===== src/rtl/riscv_bp_pkg.sv =====
// Shared types and helpers for the two-bit branch history table.
package riscv_bp_pkg;

  // Two-bit saturating direction counter; bit 1 is the predicted direction.
  typedef enum logic [1:0] {
    SNT = 2'b00,
    WNT = 2'b01,
    WT  = 2'b10,
    ST  = 2'b11
  } ctr_t;

  // Table controller: INIT sweeps every entry to CTR_INIT, RUN predicts and trains.
  typedef enum logic {
    INIT = 1'b0,
    RUN  = 1'b1
  } bp_state_t;

  localparam ctr_t        CTR_INIT = WNT;
  localparam logic [31:0] PC_STEP  = 32'd4;

  // Saturating counter update: taken moves toward ST, not-taken toward SNT.
  function automatic ctr_t ctr_next(input ctr_t cur, input logic taken);
    logic [1:0] v;
    v = cur;
    if (taken) begin
      if (v != 2'b11) v = v + 2'd1;
    end else begin
      if (v != 2'b00) v = v - 2'd1;
    end
    return ctr_t'(v);
  endfunction

endpackage


===== src/rtl/bht_ram.sv =====
// Counter storage: asynchronous read ports for fetch and resolve, one synchronous write port.
module bht_ram #(
  parameter int IndexBits = 6
) (
  input  logic                 clk,
  input  logic                 we,
  input  logic [IndexBits-1:0] waddr,
  input  logic [1:0]           wdata,
  input  logic [IndexBits-1:0] raddr_a,
  output logic [1:0]           rdata_a,
  input  logic [IndexBits-1:0] raddr_b,
  output logic [1:0]           rdata_b
);

  localparam int Depth = 1 << IndexBits;

  logic [1:0] mem [Depth];

  // Single write port; contents are defined by the INIT sweep, so no reset here.
  always_ff @(posedge clk) begin
    if (we) mem[waddr] <= wdata;
  end

  assign rdata_a = mem[raddr_a];
  assign rdata_b = mem[raddr_b];

endmodule


===== src/rtl/branch_predictor_unit.sv =====
// Two-bit BHT: fetch-time direction prediction, resolve-time mispredict/redirect and training.
//
// Handshake: there is no valid/ready pair on fetch; Ready=0 means the table is still being
// swept, predictions read 0 and any ResolveValid is ignored (no training, no counting,
// no Mispredict). Once Ready=1 every ResolveValid cycle is one resolved branch.
module branch_predictor_unit
  import riscv_bp_pkg::*;
#(
  parameter int IndexBits = 6
) (
  input  logic        clk,
  input  logic        reset,
  input  logic [31:0] FetchPC,
  output logic        PredictTaken,
  output logic        Ready,
  input  logic        ResolveValid,
  input  logic [31:0] ResolvePC,
  input  logic        ResolvePredTaken,
  input  logic        Muxselect,
  input  logic [31:0] BranchTarget,
  output logic        Mispredict,
  output logic [31:0] RedirectPC,
  output logic [31:0] BranchCount,
  output logic [31:0] MispredictCount,
  output bp_state_t   dbg_state
);

  bp_state_t            state;
  logic [IndexBits-1:0] init_index;
  logic [IndexBits-1:0] fetch_idx;
  logic [IndexBits-1:0] res_idx;
  logic [1:0]           fetch_ctr;
  logic [1:0]           res_ctr;
  logic                 train;
  logic                 we;
  logic [IndexBits-1:0] waddr;
  logic [1:0]           wdata;
  logic                 unused_pc_bits;

  assign fetch_idx      = FetchPC[IndexBits+1:2];
  assign res_idx        = ResolvePC[IndexBits+1:2];
  assign unused_pc_bits = ^{FetchPC[31:IndexBits+2], FetchPC[1:0],
                            ResolvePC[31:IndexBits+2], ResolvePC[1:0]};

  assign Ready     = (state == RUN);
  assign dbg_state = state;
  assign train     = Ready & ResolveValid;

  // INIT sweeps InitIndex through every entry once, then RUN until the next reset.
  always_ff @(posedge clk) begin
    if (reset) begin
      state      <= INIT;
      init_index <= '0;
    end else if (state == INIT) begin
      init_index <= init_index + 1'b1;
      if (&init_index) state <= RUN;
    end
  end

  // Write port shared by the INIT sweep and training; reset discards any in-flight write.
  always_comb begin
    we    = 1'b0;
    waddr = init_index;
    wdata = CTR_INIT;
    if (!reset) begin
      if (state == INIT) begin
        we = 1'b1;
      end else if (train) begin
        we    = 1'b1;
        waddr = res_idx;
        wdata = ctr_next(ctr_t'(res_ctr), Muxselect);
      end
    end
  end

  bht_ram #(
    .IndexBits(IndexBits)
  ) u_bht_ram (
    .clk    (clk),
    .we     (we),
    .waddr  (waddr),
    .wdata  (wdata),
    .raddr_a(fetch_idx),
    .rdata_a(fetch_ctr),
    .raddr_b(res_idx),
    .rdata_b(res_ctr)
  );

  // Prediction reads the stored value; a same-cycle update is not bypassed.
  assign PredictTaken = Ready & fetch_ctr[1];
  assign Mispredict   = train & (Muxselect != ResolvePredTaken);

  // Redirect address follows the actual outcome whenever a branch is presented.
  always_comb begin
    RedirectPC = 32'd0;
    if (ResolveValid) RedirectPC = Muxselect ? BranchTarget : (ResolvePC + PC_STEP);
  end

  // Performance counters, cleared by reset and wrapping naturally at 2**32.
  always_ff @(posedge clk) begin
    if (reset) begin
      BranchCount     <= 32'd0;
      MispredictCount <= 32'd0;
    end else begin
      if (train)      BranchCount     <= BranchCount + 32'd1;
      if (Mispredict) MispredictCount <= MispredictCount + 32'd1;
    end
  end

endmodule


===== config.mk =====
export PLATFORM = sky130hd
export DESIGN_NAME = branch_predictor_unit
export DESIGN_NICKNAME = d
export VERILOG_FILES = /design/src/rtl/riscv_bp_pkg.sv /design/src/rtl/bht_ram.sv /design/src/rtl/branch_predictor_unit.sv
export SDC_FILE = /design/constraint.sdc
export NUM_CORES = 1
export LEC_CHECK = 0
export BUFFER_PORTS_ARGS = -buffer_cell sky130_fd_sc_hd__buf_4
export CORE_UTILIZATION = 40
export CTS_CLUSTER_DIAMETER = 200
export DETAILED_ROUTE_END_ITERATION = 6
export PLACE_DENSITY = 0.72
export SLEW_MARGIN = 30
export SYNTH_ARGS = -nofsm -noshare
export SYNTH_HDL_FRONTEND = slang
export SYNTH_HIERARCHICAL = 1
export SYNTH_SLANG_ARGS = --single-unit
export TNS_END_PERCENT = 10

===== constraint.sdc =====
create_clock -name clk -period 10.55 [get_ports clk]
set_input_delay 1.5825 -clock clk [delete_from_list [all_inputs] [get_ports clk]]
set_output_delay 1.5825 -clock clk [all_outputs]
set_load 0.05 [all_outputs]

# [Yosys cells after proc, flatten, opt, wreduce, memory -nomap -nowiden]
# Memory sizes are Yosys's and may differ from the RTL's.
# Index checks and enable logic that the tools add are counted.
[classes] addsub=6 n_eq_ne=2 n_mux=18 bitwise=3 reduce_logical=2
[ops] op="$add 32x1->32 const B" n=2
[ops] op="$mux 32" n=2
[ops] op="$add 32x3->32 const B" n=1
[ops] op="$mux 6" n=3
[ops] op="$mux 2" n=6
[ops] op="$mux 1" n=7
[ops] op="$add 6x1->6 const B" n=1
[ops] op="$reduce_and 6->1" n=1
[ops] op="$and 1x1->1" n=3
[ops] op="$add 2x1->2 const B" n=1
[ops] op="$ne 2x2->1 const B" n=1
[ops] op="$reduce_bool 2->1" n=1
[ops] op="$sub 2x1->2 const B" n=1
[ops] op="$ne 1x1->1" n=1
[word_totals] regBits=71 ram_bits=128 inputBits=101 output_inout_bits=100 n_memories=1
[memory_table] memory="u_bht_ram.mem" depth=64 word_bits=2 rd=2 rd_ports_with_merged_regs=0 write_ports=1 line_no="bht_ram.sv:17" rtl="logic [1:0] mem [Depth];"

# [Depth between registers and ports, before layout]
# An unclocked memory read counts as a cell.
[depth] word_depth=7 depth_mapped=11 depth_no_buf=8

# [Cells and area by module]
# Netlist, hierarchy kept.
[modules_own_cells] module="bht_ram" n_inst=1 cells_per_inst=403 area_per_inst_um2=6475.0 seq_area_each_um2=3843.7
[modules_own_cells] module="branch_predictor_unit" n_inst=1 cells_per_inst=612 area_per_inst_um2=4658.2 seq_area_each_um2=1421.4

# [Worst setup path after synthesis]
# Ideal clock, no wire load.
[synth_timing] kind="in2out" startpoint="in ResolvePC[2]" endpoint="out RedirectPC[18]" t_arrival_ns=4.034 required_ns=8.968 setup_slack_ns=4.934 path_stages=6 n_path_buf=1 cell_sequence="ha_1 > nand3_1 > or2_2 > clkbuf_1 > or3_1 > a311oi_1"
[synth_between] elab_chain_cells=3
[synth_lines] item="start, declared" line_no="branch_predictor_unit.sv:17" rtl="input logic [31:0] ResolvePC,"
[synth_lines] item="$add 32x3->32" line_no="branch_predictor_unit.sv:96" rtl="if (ResolveValid) RedirectPC = Muxselect ? BranchTarget : (ResolvePC + PC_STEP);"
[synth_lines] item="$mux 32 (2 in a row)" line_no="branch_predictor_unit.sv:96"
[synth_lines] item="end, declared" line_no="branch_predictor_unit.sv:22" rtl="output logic [31:0] RedirectPC,"
# Every way passes these cells.

# [Worst setup path after layout]
[layout_timing] startpoint="in ResolvePC[2]" endpoint="out RedirectPC[22]"
# The elaborated chain is that of the path after synthesis.

==> flow_summary.json <==
{
  "fillers": 2345,
  "fin_ws_ps": 4912,
  "setup_violations": 0,
  "drtIter0Drc": 940,
  "htree_num_levels": 4,
  "hold_violations": 0,
  "crit_type": "in2out",
  "stdcell_count": 1459,
  "p_leak_nw": 4.516,
  "wl_per_cell_um": 18.91,
  "status": "completed",
  "synth_area_per_cell_sq_um": 10.81,
  "fmax_mhz": 177.4,
  "min_period_ps": 5638,
  "p_per_area_nw_per_um2": 129.0,
  "hold_slack_ps": 497.3,
  "path_buf_inv": 2,
  "antenna_found_initial": 0,
  "drv_slew": 0,
  "num_rows": 59,
  "die_h_um": 165.0,
  "worst_pin_slew_ps": 856.1,
  "port_buffers": 174,
  "critPathCaptureType": "output port",
  "grt_start_max_net_pins": 84,
  "cts_tree": "done",
  "rsz0062_at_grt": "no",
  "routed_wl_um": 27590,
  "cts_buffers": 17,
  "vias": 8615,
  "synth_nets": 1088,
  "start_util": 0.4076,
  "drive_above_1_share": 0.2482,
  "vias_per_cell": 5.905,
  "ant_nets": 0,
  "final_common_cell": "buf_4",
  "crit_fanout": 36,
  "die-area_sq_um": 27210,
  "mostFrequentLayoutCells": "buf_4 (177), edfxtp_1 (128), nor2_1 (122)",
  "place_area_sq_um": 12050,
  "hold_buffers": 0,
  "fin_setup_tns_ps": 0,
  "diodes": 0,
  "power_mw": 1.631,
  "slowest_stage": "or4_1",
  "hp-class": "reg2reg",
  "num-nets-final": 1216,
  "post-route-drc-count": 0,
  "finalClockSkew_ps": 18.82,
  "ioPinCount": 201,
  "critPathMaxStageDelay_ps": 530,
  "arrival_ps": 4060,
  "crit_required_ps": 8970,
  "core-area_sq_um": 26060,
  "clk_pin_slew_ps": 90,
  "grt_pass1_vias": 7968,
  "root_buffer": "clkbuf_16",
  "dp.cells": 1427,
  "crit_family": "simple AND/OR/NAND/NOR gates",
  "peakVddDrop_mv": 0.09845,
  "dr.pass1.iters": 7,
  "syn-cell-area_sq_um": 10620,
  "post-route-period-util": 0.5344,
  "regArea_sq_um": 5265,
  "grt_first_pass_wirelength_um": 42230,
  "cp_common_cell": "buf_4",
  "pre_cts_slack_ps": 4913,
  "path_cells": "buf_4 -> ha_1 -> nand3_1 -> or2_2 -> or4_1 -> a31oi_1 -> buf_4",
  "gr-usage-all-layers": 0.2010,
  "slew_headroom": 0.4293,
  "multi_input_area_sq_um": 4989,
  "gp_congestion": 0.8205,
  "crit_path_start_kind": "primary input",
  "post_cts_buffers": 0,
  "dpl.hpwl_um": 18930,
  "max_cap_violations": 0,
  "cts_buffer_depth": 2,
  "cts_resized": 0,
  "cts_sinks": 199,
  "die_w_um": 165.0,
  "yosysWarningCount": 6,
  "area_growth_pct": 19.08,
  "overflow": 0,
  "final_area_sq_um": 12650,
  "post-route-util": 0.4854,
  "synthCells": 983,
  "worst_skew_pair.late_latency_ps": 440
}
==> metal layers <==
layer  wire, um  vias to the layer above  global-route usage
met5          0                        -                   0
met4        424                        0             0.06047
met3       2224                       40             0.04596
met2      13110                      353              0.3170
met1      11830                     4179              0.2747
li1           -                     4043                   -
==> where the power goes <==
part           internal, mW  leakage [nW]  switching (mW)
registers             0.820          1.98         0.00158
logic                0.0597          2.25           0.106
clock network         0.321         0.290           0.324
==> worst paths after layout <==
check,start,endpoint,slack (ps),cells past startpoint
hold / removal,BranchCount[31]$_SDFFE_PP0P_,BranchCount[31]$_SDFFE_PP0P_,500,2
setup reg to reg,u_bht_ram/mem[7][0]$_DFFE_PP_,u_bht_ram/mem[23][0]$_DFFE_PP_,7200,8
hold reg to reg,BranchCount[31]$_SDFFE_PP0P_,BranchCount[31]$_SDFFE_PP0P_,500,2
setup / recovery,ResolvePC[2],RedirectPC[22],4910,7
==> worst register-to-register path: cells and delay by family, from the launching register on <==
kind                     cells  cell delay, ps
AO/OA/AOI/OAI                4             790
AND/OR/NAND/NOR              1             580
buffers and inverters        1             500
multiplexers                 1             490
flip-flops                   1             380
adder cells (fa/ha/maj)      1             340
==> sequential cells by signal, summed over array words and instances, names as in the netlist <==
register,flops
u_bht_ram/mem,128
BranchCount,32
MispredictCount,32
init_index,6
Ready,1
==> cell type report <==
| cell class | instances | area share |
|---|---|---|
| clock buffers | 17 | 0.03363 |
| clock inverters | 15 | 0.01375 |
| well taps | 335 | 0.03314 |
| flip-flops and latches | 199 | 0.4162 |
| inverters | 13 | 0.003858 |
| multi-input cells | 703 | 0.3944 |
| repair buffers | 177 | 0.1050 |
Note: power is estimated with default switching activity, not from simulation.
